[src/rtl/div_seq.sv]
// Sequential 32-bit restoring divider for the DIV/DIVU path.
// Returns {remainder, quotient} 33 cycles after accept, with flush (annul) support.
module div_seq (
    input  logic        clk,
    input  logic        rst,
    input  logic        signed_div_i,
    input  logic [31:0] opdata1_i,
    input  logic [31:0] opdata2_i,
    input  logic        start_i,
    input  logic        annul_i,
    output logic [63:0] result_o,
    output logic        ready_o,
    output logic        stallreq_o
);

    localparam int unsigned DW    = 32;
    localparam int unsigned RW    = 64;
    localparam int unsigned WW    = 65;
    localparam int unsigned CW    = 6;
    localparam int unsigned ITERS = 32;

    typedef enum logic [1:0] {
        S_IDLE,
        S_BYZERO,
        S_ON,
        S_END
    } state_t;

    state_t          state, state_nxt;
    logic [CW-1:0]   cnt, cnt_nxt;
    logic [WW-1:0]   work, work_nxt;
    logic [DW-1:0]   divisor, divisor_nxt;
    logic            neg_q, neg_q_nxt;
    logic            neg_r, neg_r_nxt;
    logic [RW-1:0]   result_nxt;
    logic            ready_nxt;

    logic [DW:0]     diff;
    logic [DW-1:0]   abs_a;
    logic [DW-1:0]   abs_b;
    logic [DW-1:0]   q_fix;
    logic [DW-1:0]   r_fix;
    logic            go;

    assign stallreq_o = start_i & ~annul_i & ~ready_o;

    always_ff @(posedge clk or negedge rst) begin
        if (!rst) begin
            state    <= S_IDLE;
            cnt      <= '0;
            work     <= '0;
            divisor  <= '0;
            neg_q    <= 1'b0;
            neg_r    <= 1'b0;
            result_o <= '0;
            ready_o  <= 1'b0;
        end else begin
            state    <= state_nxt;
            cnt      <= cnt_nxt;
            work     <= work_nxt;
            divisor  <= divisor_nxt;
            neg_q    <= neg_q_nxt;
            neg_r    <= neg_r_nxt;
            result_o <= result_nxt;
            ready_o  <= ready_nxt;
        end
    end

    // Operand conditioning, trial subtraction and final sign fix-up
    always_comb begin
        go    = start_i & ~annul_i;
        abs_a = (signed_div_i && opdata1_i[DW-1]) ? (~opdata1_i + DW'(1)) : opdata1_i;
        abs_b = (signed_div_i && opdata2_i[DW-1]) ? (~opdata2_i + DW'(1)) : opdata2_i;
        diff  = {1'b0, work[63:32]} - {1'b0, divisor};
        q_fix = neg_q ? (~work[31:0] + DW'(1)) : work[31:0];
        r_fix = neg_r ? (~work[64:33] + DW'(1)) : work[64:33];
    end

    always_comb begin
        state_nxt   = state;
        cnt_nxt     = cnt;
        work_nxt    = work;
        divisor_nxt = divisor;
        neg_q_nxt   = neg_q;
        neg_r_nxt   = neg_r;
        result_nxt  = result_o;
        ready_nxt   = ready_o;

        case (state)
            S_IDLE: begin
                if (go) begin
                    if (opdata2_i == '0) begin
                        state_nxt = S_BYZERO;
                    end else begin
                        state_nxt   = S_ON;
                        cnt_nxt     = '0;
                        work_nxt    = {32'b0, abs_a, 1'b0};
                        divisor_nxt = abs_b;
                        neg_q_nxt   = signed_div_i & (opdata1_i[DW-1] ^ opdata2_i[DW-1]);
                        neg_r_nxt   = signed_div_i & opdata1_i[DW-1];
                    end
                end
            end
            S_BYZERO: begin
                if (!go) begin
                    state_nxt  = S_IDLE;
                    result_nxt = '0;
                    ready_nxt  = 1'b0;
                end else begin
                    state_nxt  = S_END;
                    result_nxt = '0;
                    ready_nxt  = 1'b1;
                end
            end
            S_ON: begin
                // Annul/withdraw wins even on the final (cnt==32) edge
                if (!go) begin
                    state_nxt  = S_IDLE;
                    result_nxt = '0;
                    ready_nxt  = 1'b0;
                end else if (cnt != CW'(ITERS)) begin
                    if (diff[DW]) begin
                        work_nxt = {work[63:0], 1'b0};
                    end else begin
                        work_nxt = {diff[31:0], work[31:0], 1'b1};
                    end
                    cnt_nxt = cnt + CW'(1);
                end else begin
                    state_nxt  = S_END;
                    result_nxt = {r_fix, q_fix};
                    ready_nxt  = 1'b1;
                end
            end
            S_END: begin
                if (!start_i) begin
                    state_nxt  = S_IDLE;
                    result_nxt = '0;
                    ready_nxt  = 1'b0;
                end
            end
            default: begin
                state_nxt = S_IDLE;
            end
        endcase
    end

endmodule

[config.mk]
export PLATFORM = sky130hd
export DESIGN_NAME = div_seq
export DESIGN_NICKNAME = d
export VERILOG_FILES = /design/src/rtl/div_seq.sv
export SDC_FILE = /design/constraint.sdc
export NUM_CORES = 1
export LEC_CHECK = 0
export CORE_UTILIZATION = 50
export CTS_CLUSTER_DIAMETER = 30
export CTS_CLUSTER_SIZE = 28
export DETAILED_ROUTE_END_ITERATION = 7
export PLACE_DENSITY_LB_ADDON = 0.1
export SLEW_MARGIN = 20
export SYNTH_ARGS = -nofsm -noshare
export SYNTH_HDL_FRONTEND = slang
export SYNTH_SLANG_ARGS = --single-unit
[constraint.sdc]
create_clock -name clk -period 3.07 [get_ports clk]
set_clock_uncertainty 0.2 [all_clocks]
set_input_delay 0.614 -clock clk [delete_from_list [all_inputs] [get_ports clk]]
set_output_delay 0.614 -clock clk [all_outputs]
set_load 0.03 [all_outputs]
**Word level (Yosys, flattened, before mapping)**

Cells that the tools add are included.

- Add/sub/neg operators: 6
- Equality and inequality tests: 10
- Muxes and demuxes: 31
- Bitwise logic cells: 12
- Reduce and logical (&&, ||, !) cells: 10

Operators by type and width:

| kind | count |
|---|---|
| two-way mux 65 bit | 5 |
| two-way mux 64 bit | 3 |
| case mux 64 bit (3 select lines) | 1 |
| case mux 65 bit (2 select lines) | 1 |
| adder 32 x 1 -> 32 bit (second input constant) | 4 |
| two-way mux 32 bit | 4 |
| inverter 32 bit | 4 |
| subtractor 32 x 32 -> 33 bit | 1 |
| zero test 32 bit | 1 |
| two-way mux 6 bit | 4 |
| two-way mux 2 bit | 6 |
| case mux 6 bit (2 select lines) | 1 |
| inequality test 2 bit (second input constant) | 5 |
| AND reduction 3 bit | 3 |
| case mux 2 bit (4 select lines) | 1 |
| adder 6 x 1 -> 6 bit (second input constant) | 1 |
| inequality test 6 bit (second input constant) | 1 |
| AND reduction 5 bit | 1 |
| bitwise AND 1 bit | 4 |
| == test 2 bit (second input constant) | 2 |
| two-way mux 1 bit | 4 |
| inequality test 3 bit (second input constant) | 1 |
| inverter 1 bit | 3 |
| case mux 1 bit (3 select lines) | 1 |
| other kinds (6) | 7 |

- Bits in registers: 172
- Output and inout bits: 66

**Logic depth before layout (Yosys ltp)**

- Depth in word-level cells: 6
- Depth in mapped cells: 13
- Depth with buffers taken out: 11

**Worst setup path before layout**

No wires, ideal clock.

- Path kind: input port to flip-flop
- From: input port opdata2_i[19]
- To: register work[52]
- Arrival: 2.855 ns
- Setup slack: -0.118 ns
- Stages on the path: 10
- Cell sequence: or4_4 or4_1 or2_1 nor4_4 nand2_1 and2_1 buf_6 buf_6 a32oi_1 o31ai_1

- Word-level cells in the longest chain between the ends: 3

RTL lines:

| element | line | text |
|---|---|---|
| start, declared | 8 | `input logic [31:0] opdata2_i,` |
| zero test 32 bit | 92 | `if (opdata2_i == '0) begin` |
| inequality test 2 bit (no line) | - |  |
| AND reduction 5 bit (no line) | - |  |
| end signal, assigned | 60 | `work <= work_nxt;` |
| end, declared | 31 | `logic [WW-1:0] work, work_nxt;` |

No other way between the ends.
A chain may end at the register's enable or synchronous reset.

**Final worst setup path**

- From: register work[51]
- To: register work[45]

- Word-level cells in the longest chain between the ends: 5

RTL lines:

| element | line | text |
|---|---|---|
| subtractor 32 x 32 -> 33 bit | 74 | `diff = {1'b0, work[63:32]} - {1'b0, divisor};` |
| two-way mux 65 bit | 122 | `if (diff[DW]) begin` |
| two-way mux 65 bit | 121 | `end else if (cnt != CW'(ITERS)) begin` |
| two-way mux 65 bit | 117 | `if (!go) begin` |
| case mux 65 bit (2 select lines) | 89 | `case (state)` |

No other way between the ends. The select of a mux whose other input is x is not followed.

==> results.py <==
metrics = {
    "clock_tree": {
        "clockBufferDepth": 2,
        "cts_tree": "done",
        "clk_pin_slew_ps": 70,
        "clk_latency_ps": 440,
        "htreeDepth": 4,
        "cts.sinks": 172,
        "cts_root_buf": "clkbuf_16",
        "numCtsBuffers": 17,
    },
    "grt": {
        "grt_pass1_wl_um": 50700,
        "track_usage": 0.267,
        "overflow": 0,
        "grt_pass1_vias": 10042,
        "grt_max_degree": 90,
        "grt_antenna_before_repair": 0,
    },
    "synthesis": {
        "synth-simple-area-share": 0.174,
        "synth_area_mm2": 0.0115,
        "synth_seq_cells": 172,
        "yosys_warnings": 0,
        "synthFlopType": "dfrtp_1",
        "yosysSeqAreaShare": 0.373,
        "synth_cells": 1368,
        "synth_adder_area_share": 0.0483,
        "syn-num-nets": 1481,
        "synth_edf_count": 0,
        "synth-compound-area-share": 0.220,
        "synth_mux_area_frac": 0.0272,
        "syn_avg_cell_area_um2": 8.44,
        "async_flop_share": 1.00,
        "synth_top_family_by_area": "compound AO/OA/AOI/OAI gates",
        "synth_xor_area_frac": 0.110,
        "synth.distinct_cells": 61,
    },
    "floorplan": {
        "io_pins": 135,
        "row_count": 55,
        "die_area_mm2": 0.0237,
        "core_area_mm2": 0.0226,
        "fp.dieW_um": 154,
        "die_h_um": 154,
        "start_util": 0.510,
    },
    "run_status": {
        "status": "finished, violations left",
        "violations": "setup timing",
    },
    "worst_setup_path": {
        "worstPathRequired_ps": 3180,
        "critPathArrivalTime_ps": 3210,
        "worstSetupPathType": "reg -> reg",
        "crit_fanout": 16,
        "reg2reg_depth": 10,
        "cp-end-kind": "register",
        "cp-start-kind": "register",
    },
    "sta": {
        "fin_crit_sh": 1.01,
        "timing.final.ws_setup_ps": -27.3,
        "layout_min_cycle_time_ps": 3100,
        "finalHoldViolations": 0,
        "worstMarginPinSlew_ps": 1030,
        "rsz0062_at_grt": "yes",
        "max_freq_mhz": 323,
        "maxSlewViolCount": 0,
        "relSlewSlack": 0.312,
        "setup_viol": 3,
    },
    "power": {
        "p_per_area_mw_per_mm2": 731,
        "p_leak_nw": 6.88,
        "switching_power_w": 0.00488,
        "switching_share": 0.436,
        "seqPwrFrac": 0.310,
        "p_int_w": 0.00632,
        "pwr-share-comb": 0.498,
        "clkPwrFrac": 0.191,
        "peakVddDrop_v": 0.000502,
    },
    "finish": {
        "instances_no_fill": 1917,
        "syn_to_final_growth_pct": 32.6,
        "final_layout_size_suffix_gt1_frac": 0.168,
        "final.fill_count": 1907,
        "num-nets-final": 1732,
        "diodes": 0,
        "postLayoutCoreUtil": 0.676,
        "final_cell_area_mm2": 0.0153,
    },
    "drt": {
        "routed_via_density": 5.60,
        "ant_nets": 0,
        "drt_iter0_markers": 660,
        "drtPass1Iterations": 5,
        "drc": 0,
        "wirelength_um": 30700,
        "vias": 10733,
        "avgRoutedWirePerCell_um": 16.0,
    },
    "placed_design": {
        "placed_area_mm2": 0.0142,
        "dp_cells": 1867,
        "place_ws_ps": -621,
        "port_buffers": 134,
        "hpwl_um": 22900,
        "gp_congestion": 0.885,
    },
    "worst_hold_path": {
        "hold_class": "reg -> reg",
        "holdPathStages": 2,
    },
    "run": {
        "cap_viol_max_count": 0,
    },
}
## final timing paths
kind	start	to	slack, ps
worst max-delay path	work[51]	work[45]	-30
worst min-delay path	result_o[13]	result_o[13]	280
worst max register to register	work[51]	work[45]	-30
worst min register to register	result_o[13]	result_o[13]	280
max in group asynchronous	rst	divisor[1]	1350
min in group asynchronous	rst	result_o[14]	530
## synth_stat cells (all sizes together) (17+ instances only)
| library cell | number | area [um^2] |
|---|---|---|
| a21oi | 105 | 526 |
| buf | 21 | 149 |
| clkbuf | 58 | 218 |
| dfrtp | 172 | 4300 |
| ha | 43 | 538 |
| inv | 49 | 184 |
| mux2i | 28 | 280 |
| nand2 | 198 | 743 |
| nand2b | 26 | 163 |
| nor2 | 77 | 289 |
| nor3 | 21 | 105 |
| o21ai | 166 | 831 |
| o31ai | 56 | 420 |
| o41ai | 17 | 156 |
| or3 | 20 | 125 |
| xnor2 | 51 | 447 |
| xor2 | 94 | 823 |
## state kept, by name (all words and copies together), names as in the netlist
signal    cells
state         2
ready_o       1
neg_r         1
result_o     64
divisor      32
neg_q         1
work         65
cnt           6
## critical path, stage by stage, from the launching register on
cell and delay, ps:
dfrtp_1 430, ha_1 380, a21oi_2 210, o21ai_1 140, nor3_2 250, nand3_2 150, a21o_1 240, a221oi_4 420
buf_12 230, mux2i_1 200, o21ai_0 110
## kinds of logic (layout without fill, tap and decap cells)
kind of cell             count (synthesis)  count (layout)
buffers and inverters                  128             392
XOR/XNOR                               145             145
flip-flops                             172             172
multiplexers                            31              31
adder cells (fa/ha/maj)                 44              44
AO/OA/AOI/OAI                          420             420
AND/OR/NAND/NOR                        428             428
## repair_timing
item / 4_1_cts / 5_1_grt
hold buffers: 1 / 0
buffers inserted: 9 / 4
endpoints found under the setup margin: 101 / 91
gates resized for setup: 27 / 50
cloned: 5 / 0
hold endpoints to repair: 27 / 0
pin swaps: 12 / 14
## placed cells by master, fill, tap and decap left out, drive strengths merged, types with 51 or more instances in the layout
| master | count |
|---|---|
| xnor2 | 51 |
| nand2 | 198 |
| o31ai | 56 |
| o21ai | 166 |
| buf | 176 |
| clkdlybuf4s50 | 129 |
| dfrtp | 172 |
| xor2 | 94 |
| nor2 | 77 |
| a21oi | 105 |
| inv | 57 |
## final cells by class
type	instances	area [um^2]	share of cell area
Timing Repair Buffer	311	2950	0.193
Multi-Input combinational cell	1068	6920	0.452
Clock buffer	18	439	0.0287
Inverter	49	184	0.0120
Clock inverter	14	149	0.00973
Sequential cell	172	4310	0.281
Tap cell	285	357	0.0233
## layer usage
metal  global-route usage  share of wire
met4               0.0686          0.014
met2                0.408           0.44
met1                0.400           0.51
met3               0.0307          0.042
met5                    0              0
## power groups by stage
stage,combinational (W),sequential (W),clock (W)
final,0.00558,0.00348,0.00214
after global routing,0.00616,0.00355,0.00227
after CTS,0.00544,0.00345,0.00217
after detailed placement,0.00526,0.00349,0
after global placement,0.00516,0.00346,0
after floorplan,0.00338,0.00348,0
## stage by stage
stage	power (W)	hold WS (ps)	setup TNS (ps)
after CTS	0.0110	283	0
final	0.0112	278	-60.6
after global placement	0.00863	261	-51100
after floorplan	0.00686	118	-1340
after detailed placement	0.00875	268	-54960
after global routing	0.0120	303	-750
Power figures use the tool's default switching activity.
